===== config.mk =====
export PLATFORM = sky130hd
export DESIGN_NAME = cpu_host_seq_flat
export DESIGN_NICKNAME = d
export VERILOG_FILES = /design/src/rtl/cpu_host_seq_if.sv /design/src/rtl/cpu_host_seq.sv /design/src/flat_wrapper.sv
export SDC_FILE = /design/constraint.sdc
export NUM_CORES = 1
export LEC_CHECK = 0
export CORE_MARGIN = 1.5
export CORE_UTILIZATION = 46
export CTS_CLUSTER_SIZE = 10
export DETAILED_ROUTE_END_ITERATION = 8
export PLACE_DENSITY = 0.8
export SLEW_MARGIN = 20
export SYNTH_ARGS = -nofsm -noshare
export SYNTH_HDL_FRONTEND = slang
export SYNTH_SLANG_ARGS = --single-unit

===== constraint.sdc =====
create_clock -name clk -period 2.9 [get_ports clk]
set_clock_uncertainty 0.15 [all_clocks]
set_input_delay 0.58 -clock clk [delete_from_list [all_inputs] [get_ports clk]]
set_output_delay 0.58 -clock clk [all_outputs]
set_load 0.1 [all_outputs]

===== src/rtl/cpu_host_seq_if.sv =====
`default_nettype none
// ============================================================================
// Module   : cpu_host_seq_if
// Brief    : Bundles the operand-load stream, the data-memory port, the CPU
//            run handshake, the result stream and the status signals of
//            cpu_host_seq.
//            master : the sequencer (cpu_host_seq) side
//            slave  : the surrounding system (loader, memory, CPU, consumer)
// Revision : 1.0  initial release
// ============================================================================
interface cpu_host_seq_if;
    // Run control
    logic        start;
    // Operand byte stream
    logic        ld_valid;
    logic [7:0]  ld_data;
    logic        ld_ready;
    // Data-memory port
    logic        mem_wr_en;
    logic [7:0]  mem_addr;
    logic [7:0]  mem_wr_data;
    logic [7:0]  mem_rd_data;
    // CPU run handshake
    logic        req;
    logic        done;
    // Result byte stream
    logic        res_valid;
    logic [7:0]  res_data;
    logic        res_ready;
    // Status
    logic        busy;
    logic        timeout_err;
    logic [15:0] cycle_count;

    modport master (
        input  start, ld_valid, ld_data, mem_rd_data, done, res_ready,
        output ld_ready, mem_wr_en, mem_addr, mem_wr_data, req,
               res_valid, res_data, busy, timeout_err, cycle_count
    );

    modport slave (
        output start, ld_valid, ld_data, mem_rd_data, done, res_ready,
        input  ld_ready, mem_wr_en, mem_addr, mem_wr_data, req,
               res_valid, res_data, busy, timeout_err, cycle_count
    );
endinterface
`default_nettype wire


===== src/rtl/cpu_host_seq.sv =====
`default_nettype none
// ============================================================================
// Module   : cpu_host_seq
// Brief    : Host-side run sequencer for a small CPU. Streams LOAD_N operand
//            bytes into data memory, pulses req, counts RUN cycles until done
//            (or aborts on TIMEOUT), then reads RES_N result bytes starting at
//            RES_BASE and hands them out over a valid/ready stream.
// Revision : 1.0  initial release
// ============================================================================
module cpu_host_seq #(
    parameter int         LOAD_N   = 8,      // operand bytes per run, 1..255
    parameter logic [7:0] RES_BASE = 8'd64,  // first result address
    parameter int         RES_N    = 4,      // result bytes per run, 1..255
    parameter int         TIMEOUT  = 4096    // RUN-cycle abort limit, 1..65535
) (
    input  wire logic       clk,
    input  wire logic       reset,
    cpu_host_seq_if.master  bus
);

    localparam logic [7:0]  LAST_LD  = 8'(LOAD_N - 1);
    localparam logic [7:0]  LAST_RES = 8'(RES_N - 1);
    localparam logic [15:0] TO_LIM   = 16'(TIMEOUT);

    typedef enum logic [2:0] {
        S_IDLE  = 3'd0,
        S_LOAD  = 3'd1,
        S_REQ   = 3'd2,
        S_RUN   = 3'd3,
        S_RADDR = 3'd4,
        S_RWAIT = 3'd5,
        S_OUT   = 3'd6
    } state_t;

    state_t      state_q;
    logic [7:0]  idx_q;
    logic [15:0] cnt_q;
    logic        terr_q;
    logic [7:0]  rdata_q;

    logic [15:0] cnt_d;
    logic        beat;

    // Saturating next value of the RUN cycle counter and the load-beat qualifier
    always_comb begin
        cnt_d = (cnt_q == 16'hFFFF) ? cnt_q : cnt_q + 16'd1;
        beat  = (state_q == S_LOAD) && bus.ld_valid;
    end

    // Memory port: write only on a load beat, read address only in RADDR,
    // otherwise parked at zero so the bus is quiet between accesses.
    always_comb begin
        bus.mem_wr_en   = beat;
        bus.mem_wr_data = beat ? bus.ld_data : 8'd0;
        if (beat) begin
            bus.mem_addr = idx_q;
        end else if (state_q == S_RADDR) begin
            bus.mem_addr = RES_BASE + idx_q;
        end else begin
            bus.mem_addr = 8'd0;
        end
    end

    // Status and stream strobes decode directly from the state register
    assign bus.ld_ready    = (state_q == S_LOAD);
    assign bus.req         = (state_q == S_REQ);
    assign bus.res_valid   = (state_q == S_OUT);
    assign bus.busy        = (state_q != S_IDLE);
    assign bus.res_data    = rdata_q;
    assign bus.timeout_err = terr_q;
    assign bus.cycle_count = cnt_q;

    // Sequencer FSM with its byte index, cycle counter, error flag and result latch
    always_ff @(posedge clk) begin
        if (reset) begin
            state_q <= S_IDLE;
            idx_q   <= 8'd0;
            cnt_q   <= 16'd0;
            terr_q  <= 1'b0;
            rdata_q <= 8'd0;
        end else begin
            case (state_q)
                S_IDLE: begin
                    // Counter and error flag keep the last run's result here
                    if (bus.start) begin
                        state_q <= S_LOAD;
                        idx_q   <= 8'd0;
                        cnt_q   <= 16'd0;
                        terr_q  <= 1'b0;
                    end
                end
                S_LOAD: begin
                    if (beat) begin
                        idx_q <= idx_q + 8'd1;
                        if (idx_q == LAST_LD) begin
                            state_q <= S_REQ;
                        end
                    end
                end
                S_REQ: begin
                    // done is deliberately not looked at here
                    state_q <= S_RUN;
                end
                S_RUN: begin
                    cnt_q <= cnt_d;
                    // done takes precedence over a coincident timeout
                    if (bus.done) begin
                        state_q <= S_RADDR;
                        idx_q   <= 8'd0;
                    end else if (cnt_d >= TO_LIM) begin
                        terr_q  <= 1'b1;
                        state_q <= S_IDLE;
                    end
                end
                S_RADDR: begin
                    state_q <= S_RWAIT;
                end
                S_RWAIT: begin
                    // Memory returns data one cycle after the address
                    rdata_q <= bus.mem_rd_data;
                    state_q <= S_OUT;
                end
                S_OUT: begin
                    if (bus.res_ready) begin
                        if (idx_q == LAST_RES) begin
                            state_q <= S_IDLE;
                        end else begin
                            idx_q   <= idx_q + 8'd1;
                            state_q <= S_RADDR;
                        end
                    end
                end
                default: begin
                    state_q <= S_IDLE;
                end
            endcase
        end
    end

endmodule
`default_nettype wire


===== src/flat_wrapper.sv =====
// flat-port wrapper written by rule: the top's interface ports become plain ports
module cpu_host_seq_flat 
#(
    parameter int         LOAD_N   = 8,                                      
    parameter logic [7:0] RES_BASE = 8'd64,                         
    parameter int         RES_N    = 4,                                     
    parameter int         TIMEOUT  = 4096                                      
)
  (clk, reset, bus_start, bus_ld_valid, bus_ld_data, bus_mem_rd_data, bus_done, bus_res_ready, bus_ld_ready, bus_mem_wr_en, bus_mem_addr, bus_mem_wr_data, bus_req, bus_res_valid, bus_res_data, bus_busy, bus_timeout_err, bus_cycle_count);
  cpu_host_seq_if bus_i ();
  input  wire logic clk;
  input  wire logic reset;
  input wire logic [$bits(bus_i.start)-1:0] bus_start;
  input wire logic [$bits(bus_i.ld_valid)-1:0] bus_ld_valid;
  input wire logic [$bits(bus_i.ld_data)-1:0] bus_ld_data;
  input wire logic [$bits(bus_i.mem_rd_data)-1:0] bus_mem_rd_data;
  input wire logic [$bits(bus_i.done)-1:0] bus_done;
  input wire logic [$bits(bus_i.res_ready)-1:0] bus_res_ready;
  output wire logic [$bits(bus_i.ld_ready)-1:0] bus_ld_ready;
  output wire logic [$bits(bus_i.mem_wr_en)-1:0] bus_mem_wr_en;
  output wire logic [$bits(bus_i.mem_addr)-1:0] bus_mem_addr;
  output wire logic [$bits(bus_i.mem_wr_data)-1:0] bus_mem_wr_data;
  output wire logic [$bits(bus_i.req)-1:0] bus_req;
  output wire logic [$bits(bus_i.res_valid)-1:0] bus_res_valid;
  output wire logic [$bits(bus_i.res_data)-1:0] bus_res_data;
  output wire logic [$bits(bus_i.busy)-1:0] bus_busy;
  output wire logic [$bits(bus_i.timeout_err)-1:0] bus_timeout_err;
  output wire logic [$bits(bus_i.cycle_count)-1:0] bus_cycle_count;
  assign bus_i.start = bus_start;
  assign bus_i.ld_valid = bus_ld_valid;
  assign bus_i.ld_data = bus_ld_data;
  assign bus_i.mem_rd_data = bus_mem_rd_data;
  assign bus_i.done = bus_done;
  assign bus_i.res_ready = bus_res_ready;
  assign bus_ld_ready = bus_i.ld_ready;
  assign bus_mem_wr_en = bus_i.mem_wr_en;
  assign bus_mem_addr = bus_i.mem_addr;
  assign bus_mem_wr_data = bus_i.mem_wr_data;
  assign bus_req = bus_i.req;
  assign bus_res_valid = bus_i.res_valid;
  assign bus_res_data = bus_i.res_data;
  assign bus_busy = bus_i.busy;
  assign bus_timeout_err = bus_i.timeout_err;
  assign bus_cycle_count = bus_i.cycle_count;
  cpu_host_seq #(.LOAD_N(LOAD_N), .RES_BASE(RES_BASE), .RES_N(RES_N), .TIMEOUT(TIMEOUT)) u_core (.clk(clk), .reset(reset), .bus(bus_i));
endmodule

==> results of run 1 <==
area by class of cell:
class | instances | share of cell area
multi-input cells | 209 | 0.429
repair buffers | 72 | 0.278
flip-flops and latches | 36 | 0.238
clock buffers | 6 | 0.0239
well taps | 52 | 0.0214
inverters | 7 | 0.00866
clock inverters | 1 | 0.00165
per-stage QoR:
stage	cell area (µm²)	utilization	hold slack, ns	setup slack, ns	cells
global placement	2950	0.674	0.297	0.199	376
detailed placement	2950	0.674	0.301	0.145	376
CTS	3030	0.691	0.311	0.146	383
global route	3030	0.692	0.331	0.0689	383
floorplan	2110	-	0.373	-0.779	266
finish	3030	0.692	0.308	0.206	383
cells in the mapped netlist, types with 2 or more instances:
master | count | area (µm²)
a311oi_1 | 8 | 70.1
xnor2_1 | 6 | 52.6
clkbuf_1 | 11 | 41.3
a31oi_1 | 2 | 12.5
a21oi_1 | 31 | 155
nand4b_1 | 3 | 26.3
nand3b_1 | 2 | 15.0
and4_4 | 2 | 22.5
mux2i_1 | 2 | 20.0
o21ai_0 | 3 | 15.0
inv_1 | 7 | 26.3
and4_1 | 2 | 17.5
nand4_1 | 14 | 87.6
nor4_1 | 3 | 18.8
buf_6 | 2 | 22.5
nand2_1 | 23 | 86.3
a211oi_1 | 2 | 15.0
xor2_1 | 3 | 26.3
nor2_1 | 31 | 116
nand4_2 | 2 | 25.0
o21ai_1 | 7 | 35.0
nand3_1 | 11 | 55.1
dfxtp_1 | 36 | 721
a21o_1 | 2 | 15.0
ha_1 | 3 | 37.5
a32oi_1 | 2 | 17.5
nor3_1 | 6 | 30.0
and2_1 | 13 | 81.3
and3_1 | 5 | 31.3
nor2b_1 | 2 | 12.5
worst min-delay path: cells and delay by family (launching register included):
| family | cells | cell delay (ns) |
|---|---|---|
| simple gates | 1 | 0.05 |
| compound gates | 1 | 0.05 |
| flops | 1 | 0.31 |
kinds of logic (layout without fill, tap and decap cells):
logic type,after synthesis,count (layout),share of synthesized area
adder cells (fa/ha/maj),3,3,0.0179
flip-flops,36,36,0.344
XOR/XNOR,9,9,0.0376
AO/OA/AOI/OAI,63,63,0.189
buffers and inverters,21,86,0.0447
AND/OR/NAND/NOR,132,132,0.357
multiplexers,2,2,0.00955
registers in the layout, summed over array words and instances (netlist names):
register                cells
u_core.bus.cycle_count     16
u_core.bus.res_data         8
u_core.idx_q                8
u_core.state_q              3
u_core.bus.timeout_err      1
placed cells by master (no fill, tap or decap), types with 8 or more instances in the layout:
cell type,instances
a21oi_1,31
buf_12,20
nand2_1,23
buf_4,31
a311oi_1,8
clkdlybuf4s50_1,21
nand4_1,14
nor2_1,29
dfxtp_1,36
nand3_1,11
layer usage:
layer	GRT usage	vias to the layer above	part of all wire	routed length [µm]
met5	0	-	0	0
met1	0.270	1032	0.42	2300
li1	-	1106	-	-
met3	0.0519	10	0.034	187
met2	0.407	46	0.52	2850
met4	0.0812	0	0.019	101
worst min-delay path by stage:
stage,start,endpoint,cells after the start
5_1_grt,u_core.bus.res_data[1]$_SDFFE_PP0P_,u_core.bus.res_data[1]$_SDFFE_PP0P_,2
6_report,u_core.bus.res_data[2]$_SDFFE_PP0P_,u_core.bus.res_data[2]$_SDFFE_PP0P_,2
2_1_floorplan,u_core.idx_q[7]$_SDFFE_PP0P_,u_core.idx_q[7]$_SDFFE_PP0P_,3
4_1_cts,u_core.bus.res_data[2]$_SDFFE_PP0P_,u_core.bus.res_data[2]$_SDFFE_PP0P_,2
3_5_place_dp,u_core.bus.res_data[4]$_SDFFE_PP0P_,u_core.bus.res_data[4]$_SDFFE_PP0P_,2
3_3_place_gp,u_core.bus.res_data[1]$_SDFFE_PP0P_,u_core.bus.res_data[1]$_SDFFE_PP0P_,2
report_power, final:
| part | total (mW) | switching [mW] | leakage, nW | internal, mW |
|---|---|---|---|---|
| sequential | 0.583 | 0.0505 | 0.291 | 0.532 |
| combinational | 1.16 | 0.790 | 0.827 | 0.366 |
| clock | 0.336 | 0.173 | 0.0410 | 0.163 |
==> flow_summary.toml, run 1 <==
[route]
detail_route.vias_per_cell = 5.73
routed_wire_length_per_instance_um = 14.2
drc_errors = 0
initialDrtViolationCount = 156
detailroute.via_count = 2194
drt.antenna.violating_nets = 0
drt_pre_antenna_iters = 4
route.final.wire_length_mm = 5.43

[floorplan]
io_pins = 68
core_mm2 = 0.00438
die_area_mm2 = 0.00497
initial_core_utilization = 0.478
die_w_um = 70.5
die_outline_height_um = 70.5
floorplan.rows = 24

[yosys]
yosys_register_bits = 36
synth_enable_flop_cells = 0
synth.cell_area_mm2 = 0.00210
synthDistinctLibCells = 50
yosysSeqAreaShare = 0.344
postSynthNetCount = 291
yosysWarnings = 0
netlist_instances = 266
synth-async-reset-ratio = 0
postSynthAreaPerCell_um2 = 7.88
synth_top_flop_cell = "dfxtp_1"

[global_route]
globalRouteTotalUtil = 0.229
first_global_vias = 2052
grt_max_degree = 30
grt_antenna_before_repair = 0
grt-ovfl-total = 0
grt_pass1_wl_mm = 9.28

[power_and_ir_drop]
worst_ir_drop_vdd_uv = 499
totalPowerFinal_mw = 2.07
cellLeakagePower_nw = 1.16
power_density_mw_per_mm2 = 684

[timing]
timing.max_slew.rel_slack = 0.545
final.setup.tns_ns = 0
timing_worst_slew_pin_value_ns = 0.683
crit_path_time_final_ns = 2.69
setup_violations = 0
setup_repair_after_global_routing_missed_its_margin = "false"
report.final.hold_viol_count = 0
fmaxAchievable_ghz = 0.371
finalMaxSlewViolations = 0
finalCritPeriodShare = 0.929

[worst_setup_path]
cp-end-kind = "output port"
start_kind = "register"
crit_required_ns = 2.17
reg2reg_to = "u_core.state_q[2]$_SDFFE_PP0P_"
worst_path_max_delay_cell = "or3b_1"
crit_end = "bus_mem_wr_data[2]"
critical_path_peak_fanout = 16
r2r_setup_slack_ns = 0.56
worstPathArrival_ns = 1.96
timing.critical_path.cells = "or3b_1, nor2_4, and2_2, buf_12"
worst_r2r_path_depth = 7
timing_worst_setup_path_type = "reg2out"
worst-path-stages = 4
slowest_delay_ns = 0.57
crit_family = "simple AND/OR/NAND/NOR gates"
worst_r2r_startpoint = "u_core.bus.cycle_count[1]$_SDFFE_PP0P_"
timing.critical_path.from = "u_core.state_q[1]$_SDFFE_PP0P_"
crit_buf_inv = 1

[place]
hpwlAfterDp_mm = 4.04
gpl.final_weighted_congestion = 0.821
placement.io_buffers = 67

[clock_network]
cts_resized = 0
hold_buffers = 0
cts_made_buffers = 5
tritoncts = "built"
cts.htree.levels = 2
cts_post_setup_buffers_inserted = 0
ctsLongestPathBuffers = 2
cts_root_buf = "clkbuf_8"
clock_pin_slew_on_the_worst_setup_and_hold_paths_ns = 0.07
clk_latency_ns = 0.29
cts.sink_count = 36

[layout]
final_layout_size_suffix_gt1_frac = 0.239
register_area_um2 = 721
fillerInstances = 364
multi_input_comb_area_mm2 = 0.00130
diodes = 0
syn_to_final_growth_pct = 44.7
nNetsFinal = 356

[run_status]
outcome = "finished, final reports clean"

[worst_hold_path]
worst_hold_path_type = "reg2reg"

[flow_run]
cap_violations = 0
Note: power is estimated with default switching activity, not from simulation.
==> run 2, diff against run 1 <==
--- a/config.mk
+++ b/config.mk
@@ -5,6 +5,7 @@
 export SDC_FILE = /design/constraint.sdc
 export NUM_CORES = 1
 export LEC_CHECK = 0
+export ABC_CLOCK_PERIOD_IN_PS = 2900
 export CORE_MARGIN = 1.5
 export CORE_UTILIZATION = 46
 export CTS_CLUSTER_SIZE = 10
==> results of run 2 <==
The final DEF is identical to that of run 1; final timing and power are the same.
==> variant, RTL diff (config.mk and constraints of run 1) <==
The 7 states of `state_t` get a one-hot encoding in 7 bits.
--- a/src/rtl/cpu_host_seq.sv
+++ b/src/rtl/cpu_host_seq.sv
@@ -22,14 +22,14 @@
     localparam logic [7:0]  LAST_RES = 8'(RES_N - 1);
     localparam logic [15:0] TO_LIM   = 16'(TIMEOUT);
 
-    typedef enum logic [2:0] {
-        S_IDLE  = 3'd0,
-        S_LOAD  = 3'd1,
-        S_REQ   = 3'd2,
-        S_RUN   = 3'd3,
-        S_RADDR = 3'd4,
-        S_RWAIT = 3'd5,
-        S_OUT   = 3'd6
+    typedef enum logic [6:0] {
+        S_IDLE  = 7'b0000001,
+        S_LOAD  = 7'b0000010,
+        S_REQ   = 7'b0000100,
+        S_RUN   = 7'b0001000,
+        S_RADDR = 7'b0010000,
+        S_RWAIT = 7'b0100000,
+        S_OUT   = 7'b1000000
     } state_t;
 
     state_t      state_q;
Formal check against the unedited RTL: same outputs for any inputs over 10 cycles, from zero or initial values and one cycle with reset high; not proved beyond that.
==> variant against run 1 <==
- worst setup slack lost 0.056 ns
- routed wire length is 19% higher
- non-clock buffer count grew 10
- sequential share of layout area decreased by 0.47 points
- highest routed layer unchanged
- cell area up 14%
- area after synthesis increased by 13%
- synthesized cell count increased by 9.4%
- critical endpoint is now bus_mem_addr[3]
- die area increased by 12%
- sequential cell count grew 4
- global-route usage rose by 1.7 points
Power is not compared: it rests on default switching activity, and its combinational part moved more than twofold at a synthesized area within 25%.
==> variant: results (changes against run 1) <==
The final layout net count is 389 (was 356). The post-synthesis cell type count was 60 (was 50); the routed via count was 2481 (was 2194). The total nets after synthesis is 316 (was 291), and the headroom to the max-slew limit is 55.4% (was 54.5%). The largest net degree at the start of global routing came out at 18 (was 30). Maximum cell stage delay along the critical path: 0.40 ns (was 0.57 ns).

The run finished with clean final reports. For the total track usage, the log shows 24.6% (was 22.9%). The type of the tightest min-delay check was reg2reg (unchanged). The tools report the total iterations of the first detailed-routing run as 4 (unchanged). The run gives 0 (unchanged) as the number of antenna violations at the first check in global routing. The analysis attributes to cell leakage a power of 1.35 nW. Cell types with the highest counts after synthesis: 40 x sky130_fd_sc_hd__dfxtp_1, 21 x sky130_fd_sc_hd__a21oi_1, 21 x sky130_fd_sc_hd__nor2_1, 20 x sky130_fd_sc_hd__nand2_1, 17 x sky130_fd_sc_hd__inv_1 (was 36 x sky130_fd_sc_hd__dfxtp_1, 31 x sky130_fd_sc_hd__a21oi_1, 31 x sky130_fd_sc_hd__nor2_1, 23 x sky130_fd_sc_hd__nand2_1, 14 x sky130_fd_sc_hd__nand4_1). The post-DP HPWL is 4.88 mm (was 4.04 mm), and the fraction of layout instances using a drive strength above 1 is 28.3% (was 23.9%). The CTS buffer count is 5 (unchanged).

The cell with the biggest individual delay on the critical path was sky130_fd_sc_hd__dfxtp_1 (was sky130_fd_sc_hd__or3b_1). The logs give 0 (unchanged) for the number of buffers inserted by post-CTS setup repair and 0.389 mV for the worst-case vdd ir drop. The count of input and output buffers came out at 67 (unchanged). The detailed-route wire length came out at 6.44 mm (was 5.43 mm). The share of flip-flops with an asynchronous set or reset is 0% (unchanged). The clock transition at the registers of the reported paths came out at 0.07 ns (about the same). The initial DRC count came out at 133 (was 156). The final weighted congestion of routability-driven global placement is 0.851 (was 0.821), and the number of global-route vias before repair is 2325 (was 2052). Synth top area cells: sky130_fd_sc_hd__dfxtp_1 34%, sky130_fd_sc_hd__a21oi_1 4.4%, sky130_fd_sc_hd__mux2i_1 3.8%, sky130_fd_sc_hd__and2_1 3.7%, sky130_fd_sc_hd__nor2_1 3.3% (was sky130_fd_sc_hd__dfxtp_1 34%, sky130_fd_sc_hd__a21oi_1 7.4%, sky130_fd_sc_hd__nor2_1 5.5%, sky130_fd_sc_hd__nand4_1 4.2%, sky130_fd_sc_hd__nand2_1 4.1%). The cell family with the largest share of critical-path delay was simple AND/OR/NAND/NOR gates (unchanged). Clock insertion delay at the later pin of the skew report: 0.29 ns (about the same). The run gives 33.8% (was 34.4%) as the sequential share of the synthesized area. The maximum fanout encountered on the critical timing path was 9 (was 16). The logs give 0 (unchanged) for the antenna cell count and 2 (unchanged) for the number of H-tree branching levels. The first-pass GRT wire length was 10.7 mm (was 9.28 mm); the total number of yosys warnings was 0 (unchanged). The library cell used as clock root buffer was sky130_fd_sc_hd__clkbuf_8 (unchanged). The flip-flop count of the largest register after layout works out to 16 (unchanged).

The buffer depth of the longest clock path was 2 (unchanged).
==> variant: kinds of logic after synthesis <==
logic type,synth area share (%)
compound gates,21.3
flops,33.8
simple gates,32.6
fa+ha+maj,1.58
buf+inv,6.49
xor+xnor,0.370
mux,3.80
==> variant: worst paths after layout <==
path | startpoint | slack (ns) | cells past startpoint | endpoint
setup / recovery | u_core.state_q[6] | 0.15 | 7 | bus_mem_addr[3]
hold / removal | u_core.idx_q[7] | 0.33 | 2 | u_core.idx_q[7]
setup reg to reg | u_core.idx_q[6] | 0.39 | 8 | u_core.idx_q[7]
hold reg to reg | u_core.idx_q[7] | 0.33 | 2 | u_core.idx_q[7]
==> variant: final cells by class <==
cell class | count | area, um2
clock inverters | 1 | 5.00
multi-input cells | 217 | 1480
clock buffers | 6 | 72.6
inverters | 18 | 71.3
repair buffers | 82 | 931
flip-flops and latches | 40 | 803
well taps | 67 | 83.8
fillers | 383 | 1400
==> variant: tightest hold or removal path, stage by stage, from the launching register on <==
cell and delay (ns):
sky130_fd_sc_hd__dfxtp_1 0.32, sky130_fd_sc_hd__o31ai_1 0.06, sky130_fd_sc_hd__a21oi_1 0.06
==> variant: through the flow <==
step           hold slack (ns)  cell area, um2  instances  setup WS [ns]  total power, mW
4_1_cts                  0.335            3440        431         0.0663             1.17
6_report                 0.333            3450        431          0.150             1.17
3_3_place_gp             0.314            3360        424          0.328            0.825
2_1_floorplan            0.302            2450        291        -0.0290            0.732
5_1_grt                  0.359            3450        431         0.0335             1.22
3_5_place_dp             0.325            3360        424          0.259            0.830
==> variant: power by group <==
group | total (mW) | switching (mW) | internal, mW
Clock | 0.349 | 0.186 | 0.164
Combinational | 0.259 | 0.150 | 0.109
Sequential | 0.561 | 0.00759 | 0.554
Total | 1.17 | 0.344 | 0.826
==> variant: layer usage <==
layer / vias up / track usage [%] / wire length (um)
met5: - / 0 / 0
met4: 0 / 7.68 / 74
met3: 10 / 7.76 / 442
met2: 77 / 39.8 / 3110
met1: 1161 / 31.6 / 2810
li1: 1233 / - / -
==> variant: what timing repair did <==
| action | in CTS | in global routing |
|---|---|---|
| endpoints found under the hold margin | 0 | 0 |
| endpoints found under the setup margin | 0 | 14 |
| gates resized for setup | 0 | 2 |
